### src/rtl/my_div_pkg.sv
// my_div shared types and constants.
// State encodings and handshake levels for the iterative divider.
package my_div_pkg;

    localparam int DATA_W = 32;

    typedef enum logic [1:0] {
        DivFree   = 2'b00,
        DivByZero = 2'b01,
        DivOn     = 2'b10,
        DivEnd    = 2'b11
    } div_state_e;

    localparam logic DivStart          = 1'b1;
    localparam logic DivStop           = 1'b0;
    localparam logic DivResultReady    = 1'b1;
    localparam logic DivResultNotReady = 1'b0;

    localparam logic [DATA_W-1:0] ZeroWord = '0;

endpackage

### src/rtl/my_div_step.sv
// my_div_step: one combinational restoring-division step.
// Working value is {rem, dvd}; the quotient bit enters at the LSB.
module my_div_step #(
    parameter int W = 32
) (
    input  logic [2*W-1:0] work_i,
    input  logic [W-1:0]   divisor_i,
    output logic [2*W-1:0] work_o,
    output logic           qbit_o
);

    logic [W:0] trial;

    // Subtract divisor from {rem, next dividend bit}; restore on borrow.
    always_comb begin
        trial  = work_i[2*W-1:W-1] - {1'b0, divisor_i};
        qbit_o = ~trial[W];
        if (qbit_o) begin
            work_o = {trial[W-1:0], work_i[W-2:0], 1'b0};
        end else begin
            work_o = {work_i[2*W-2:0], 1'b0};
        end
    end

endmodule

### src/rtl/my_div.sv
// my_div: iterative restoring 32-bit divider, signed/unsigned.
// Optional macro MY_DIV_ZERO_DIVIDEND_SHORTCUT_EN: zero dividend skips iterations.
module my_div
    import my_div_pkg::*;
#(
    parameter int DATA_W = 32
) (
    input  logic                clk,
    input  logic                rst,
    input  logic                signed_div_i,
    input  logic [DATA_W-1:0]   opdata1_i,
    input  logic [DATA_W-1:0]   opdata2_i,
    input  logic                start_i,
    input  logic                annul_i,
    output logic [2*DATA_W-1:0] result_o,
    output logic                ready_o
);

    localparam int CNT_W = $clog2(DATA_W) + 1;

    div_state_e          state_q;
    logic [CNT_W-1:0]    cnt_q;
    logic [2*DATA_W-1:0] work_q;
    logic [DATA_W-1:0]   dsr_q;
    logic                sign_q_q;
    logic                sign_r_q;

    logic                s1;
    logic                s2;
    logic                short_path;
    logic [DATA_W-1:0]   dvd_abs;
    logic [DATA_W-1:0]   dsr_abs;
    logic [2*DATA_W-1:0] step_work;
    logic                step_qbit;
    logic [2*DATA_W-1:0] step_d;
    logic [2*DATA_W-1:0] fix_d;

    my_div_step #(.W(DATA_W)) u_step (
        .work_i    (work_q),
        .divisor_i (dsr_q),
        .work_o    (step_work),
        .qbit_o    (step_qbit)
    );

    // Operand magnitudes, signs, next iteration value and sign fix-up.
    always_comb begin
        s1      = signed_div_i & opdata1_i[DATA_W-1];
        s2      = signed_div_i & opdata2_i[DATA_W-1];
        dvd_abs = s1 ? (~opdata1_i + 1'b1) : opdata1_i;
        dsr_abs = s2 ? (~opdata2_i + 1'b1) : opdata2_i;
`ifdef MY_DIV_ZERO_DIVIDEND_SHORTCUT_EN
        short_path = (opdata2_i == '0) || (opdata1_i == '0);
`else
        short_path = (opdata2_i == '0);
`endif
        step_d = step_work | {{(2*DATA_W-1){1'b0}}, step_qbit};
        fix_d[DATA_W-1:0] = sign_q_q ? (~work_q[DATA_W-1:0] + 1'b1)
                                     : work_q[DATA_W-1:0];
        fix_d[2*DATA_W-1:DATA_W] = sign_r_q
                                 ? (~work_q[2*DATA_W-1:DATA_W] + 1'b1)
                                 : work_q[2*DATA_W-1:DATA_W];
    end

    // Divider FSM with registered result and ready outputs.
    always_ff @(posedge clk or posedge rst) begin
        if (rst) begin
            state_q  <= DivFree;
            cnt_q    <= '0;
            work_q   <= '0;
            dsr_q    <= '0;
            sign_q_q <= 1'b0;
            sign_r_q <= 1'b0;
            result_o <= '0;
            ready_o  <= DivResultNotReady;
        end else begin
            unique case (state_q)
                DivFree: begin
                    ready_o  <= DivResultNotReady;
                    result_o <= '0;
                    if (start_i == DivStart && !annul_i) begin
                        if (short_path) begin
                            state_q <= DivByZero;
                        end else begin
                            state_q  <= DivOn;
                            cnt_q    <= '0;
                            work_q   <= {{DATA_W{1'b0}}, dvd_abs};
                            dsr_q    <= dsr_abs;
                            sign_q_q <= s1 ^ s2;
                            sign_r_q <= s1;
                        end
                    end
                end
                DivByZero: begin
                    work_q  <= '0;
                    state_q <= DivEnd;
                end
                DivOn: begin
                    if (annul_i) begin
                        state_q <= DivFree;
                        cnt_q   <= '0;
                    end else if (cnt_q != CNT_W'(DATA_W)) begin
                        work_q <= step_d;
                        cnt_q  <= cnt_q + 1'b1;
                    end else begin
                        work_q  <= fix_d;
                        state_q <= DivEnd;
                        cnt_q   <= '0;
                    end
                end
                DivEnd: begin
                    if (start_i == DivStop) begin
                        state_q  <= DivFree;
                        ready_o  <= DivResultNotReady;
                        result_o <= '0;
                    end else begin
                        ready_o  <= DivResultReady;
                        result_o <= work_q;
                    end
                end
                default: state_q <= DivFree;
            endcase
        end
    end

endmodule
### config.mk
export PLATFORM = sky130hd
export DESIGN_NAME = my_div
export DESIGN_NICKNAME = d
export VERILOG_FILES = /design/src/rtl/my_div_pkg.sv /design/src/rtl/my_div_step.sv /design/src/rtl/my_div.sv
export SDC_FILE = /design/constraint.sdc
export NUM_CORES = 1
export LEC_CHECK = 0
export ABC_AREA = 1
export BUFFER_PORTS_ARGS = -buffer_cell sky130_fd_sc_hd__buf_4
export CAP_MARGIN = 10
export CORE_MARGIN = 3
export CORE_UTILIZATION = 40
export DETAILED_ROUTE_END_ITERATION = 12
export PLACE_DENSITY = 0.65
export SKIP_LAST_GASP = 1
export SYNTH_ARGS = -nofsm -noshare
export SYNTH_HDL_FRONTEND = slang
export SYNTH_HIERARCHICAL = 1
export SYNTH_SLANG_ARGS = --single-unit
### constraint.sdc
create_clock -name clk -period 8.15 [get_ports clk]
set_input_delay 1.63 -clock clk [delete_from_list [all_inputs] [get_ports clk]]
set_output_delay 1.63 -clock clk [all_outputs]
set_load 0.005 [all_outputs]
==> results.json <==
{
  "die_y_um": 198,
  "crit_top_cell": "nand2_1",
  "synthCells": 2462,
  "critPathSlowestCell": "nor2_4",
  "cts_hold_buf": 0,
  "first_global_vias": 14300,
  "synth.top_cell.area_share": 0.290,
  "finalNetCount": 2635,
  "met2_wirelength_mm": 21.0,
  "path_class": "in -> reg",
  "syn_nets": 2575,
  "gp_congestion": 0.940,
  "tightest_slew_ns": 1.06,
  "async_reset_ff_frac": 1.00,
  "wl_per_cell_um": 16.8,
  "ff2ff_path_depth": 6,
  "cpPeakStageDelay_ns": 0.81,
  "fin_tns_setup_ns": 0,
  "ios": 134,
  "r2r_slack_ns": 4.65,
  "place_inst": 2964,
  "slew_headroom": 0.293,
  "area_growth_pct": 10.8,
  "post-cts-setup-buffer-count": 0,
  "avgViaCountPerCell": 5.24,
  "yosysSeqAreaShare": 0.290,
  "seqCellArea_mm2": 0.00428,
  "drv_slew": 0,
  "ys_ff_latch": 171,
  "wirelength_met1_mm": 24.3,
  "ir_drop_mv": 0.347,
  "hp-class": "reg -> reg",
  "p_sw_uw": 2280,
  "combPwrFrac": 0.541,
  "antenna_found_initial": 0,
  "pwr-share-seq": 0.279,
  "h-tree-depth": 4,
  "yosys.area.top_type": "dfrtp_1",
  "clock_latency_ns": 0.45,
  "wl_met3_mm": 4.14,
  "drt_iter0_drc": 1648,
  "antenna_left": 0,
  "start_util": 0.410,
  "drc": 0,
  "antenna-diode-count": 0,
  "fin_area_mm2": 0.0164,
  "fin_crit_sh": 0.438,
  "cts_buffer_depth": 2,
  "total_power_uw": 4430,
  "path_cells": "buf_4 -> inv_1 -> ha_1 -> nand2_1 -> nor2_1 -> nand2_2 -> nor2_4 -> nand2_4 -> nand4_4 -> nor2_4 -> nand2_1 -> nand2_1",
  "maxUsedRoutingLayer": "met4",
  "cts_tree": "yes",
  "finalWirelength_mm": 50.4,
  "p_clk_frac": 0.180,
  "reg2reg_from": "state_q[0]",
  "post_dp_cell_area_mm2": 0.0158,
  "yosys-top-cells-area": "dfrtp_1 (29%), nand2_1 (23%), inv_1 (8.2%)",
  "cts_sinks": 171,
  "grt_first_pass_wirelength_mm": 79.4,
  "fillers": 3880,
  "dr.pass1.iters": 6,
  "die_width_um": 198,
  "p_int_uw": 2150,
  "rows": 69,
  "ctsResizeCount": 0,
  "syn_avg_cell_area_um2": 6.00,
  "synth_commonest_cells": "nand2_1 (909), inv_1 (322), nor2_1 (276)",
  "hold_violations": 0,
  "grt_start_max_net_pins": 100,
  "critPathArrivalTime_ns": 3.96,
  "numCtsBuffers": 17,
  "power_leakage_uw": 0.00896,
  "crit_start": "opdata2_i[0]",
  "coreArea_mm2": 0.0360,
  "status": "completed",
  "clkSlewWorstSetupHoldPaths_ns": 0.07,
  "drv_cap": 0,
  "max_clock_freq_mhz": 280,
  "end_kind": "register",
  "gr-usage-all-layers": 0.257,
  "cts-root-buf": "clkbuf_16",
  "yosys_warnings": 6,
  "min_period_ns": 3.57,
  "post-dp-hpwl_mm": 39.4,
  "final_cells": 2996,
  "ys.flop_type": "dfrtp_1",
  "multiInputGateArea_mm2": 0.00865,
  "worstReg2RegEnd": "result_o[19]",
  "final_layout_size_suffix_gt1_frac": 0.0951,
  "gr-total-overflow": 0,
  "setup_violations": 0,
  "ys_types": 46,
  "port_buffers": 133,
  "syn-cell-area_mm2": 0.0148,
  "synth_edf_count": 0,
  "powerDensity_mw_per_mm2": 271,
  "yosysMostFrequentCell": "nand2_1",
  "switching_share": 0.515,
  "crit_end": "work_q[37]",
  "crit_fanout": 37,
  "die-area_mm2": 0.0393,
  "crit_path_start_kind": "primary input",
  "finClkSkew_ns": 0.0155,
  "worstPathRequired_ns": 8.54,
  "rsz0062_at_grt": "no",
  "via_count": 15700
}
## sequential cells by signal, indices dropped and copies added (netlist names)
name / flops
result_o: 64
sign_q_q: 1
dsr_q: 32
work_q: 64
ready_o: 1
cnt_q: 6
state_q: 2
sign_r_q: 1
## worst min-delay path by stage
stage                         to    startpoint  cells after the start  slack [ns]
finish              result_o[57]  result_o[57]                      2        0.49
floorplan              dsr_q[16]     dsr_q[16]                      2        0.45
global placement    result_o[48]  result_o[48]                      2        0.47
detailed placement       ready_o       ready_o                      2        0.47
CTS                 result_o[57]  result_o[57]                      2        0.49
global route           dsr_q[27]     dsr_q[27]                      2        0.50
## cell type report
type,count,share of cell area
tap,461,0.0352
clock buffer,21,0.0294
inverter,332,0.0764
clock inverter,11,0.00512
timing repair buffer,140,0.0642
multi-input combinational,1860,0.528
sequential,171,0.261
## power by group through the flow
stage | Sequential [µW] | Combinational (µW) | Clock [µW]
global route | 1260 | 2710 | 846
floorplan | 1180 | 1800 | 0
CTS | 1230 | 2370 | 814
global placement | 1240 | 2340 | 0
detailed placement | 1240 | 2360 | 0
finish | 1240 | 2400 | 798
## layout by cell type, fill, tap and decap left out, types with 6 or more instances in the layout
cell type  count
a21oi_1       55
buf_4        140
clkbuf_16     17
dfrtp_1      171
ha_1          42
inv_1        321
inv_2          9
nand2_1      908
nand2_2       22
nand3_1      207
nand3b_1       6
nand4_1       36
nor2_1       276
nor2_2         9
nor2_4         8
nor3_1        26
o21ai_0      158
o21ai_1       10
o21bai_1       7
xor2_1        41
## through the flow
stage	setup WS, ns	hold slack, ns	util
finish	4.58	0.485	0.455
CTS	4.57	0.490	0.455
global placement	4.23	0.469	0.439
detailed placement	4.16	0.472	0.439
floorplan	1.89	0.449	-
global route	4.17	0.502	0.455
## worst max-delay path, delay by kind of cell
kind	cells	cell delay [ns]
simple gates	9	1.87
fa+ha+maj	1	0.25
buf+inv	2	0.15
## logic make-up after synthesis
kind of cell | share of synthesized area
AO/OA/AOI/OAI | 0.0902
XOR/XNOR | 0.0261
adder cells (fa/ha/maj) | 0.0378
buffers and inverters | 0.126
flip-flops | 0.290
other | 0.000254
AND/OR/NAND/NOR | 0.431
## per-layer routing
metal	GRT usage	up-vias
met1	0.389	7273
met5	0	-
li1	-	7791
met4	0.0682	0
met3	0.0514	68
met2	0.370	577
Note: power is estimated with default switching activity, not from simulation.
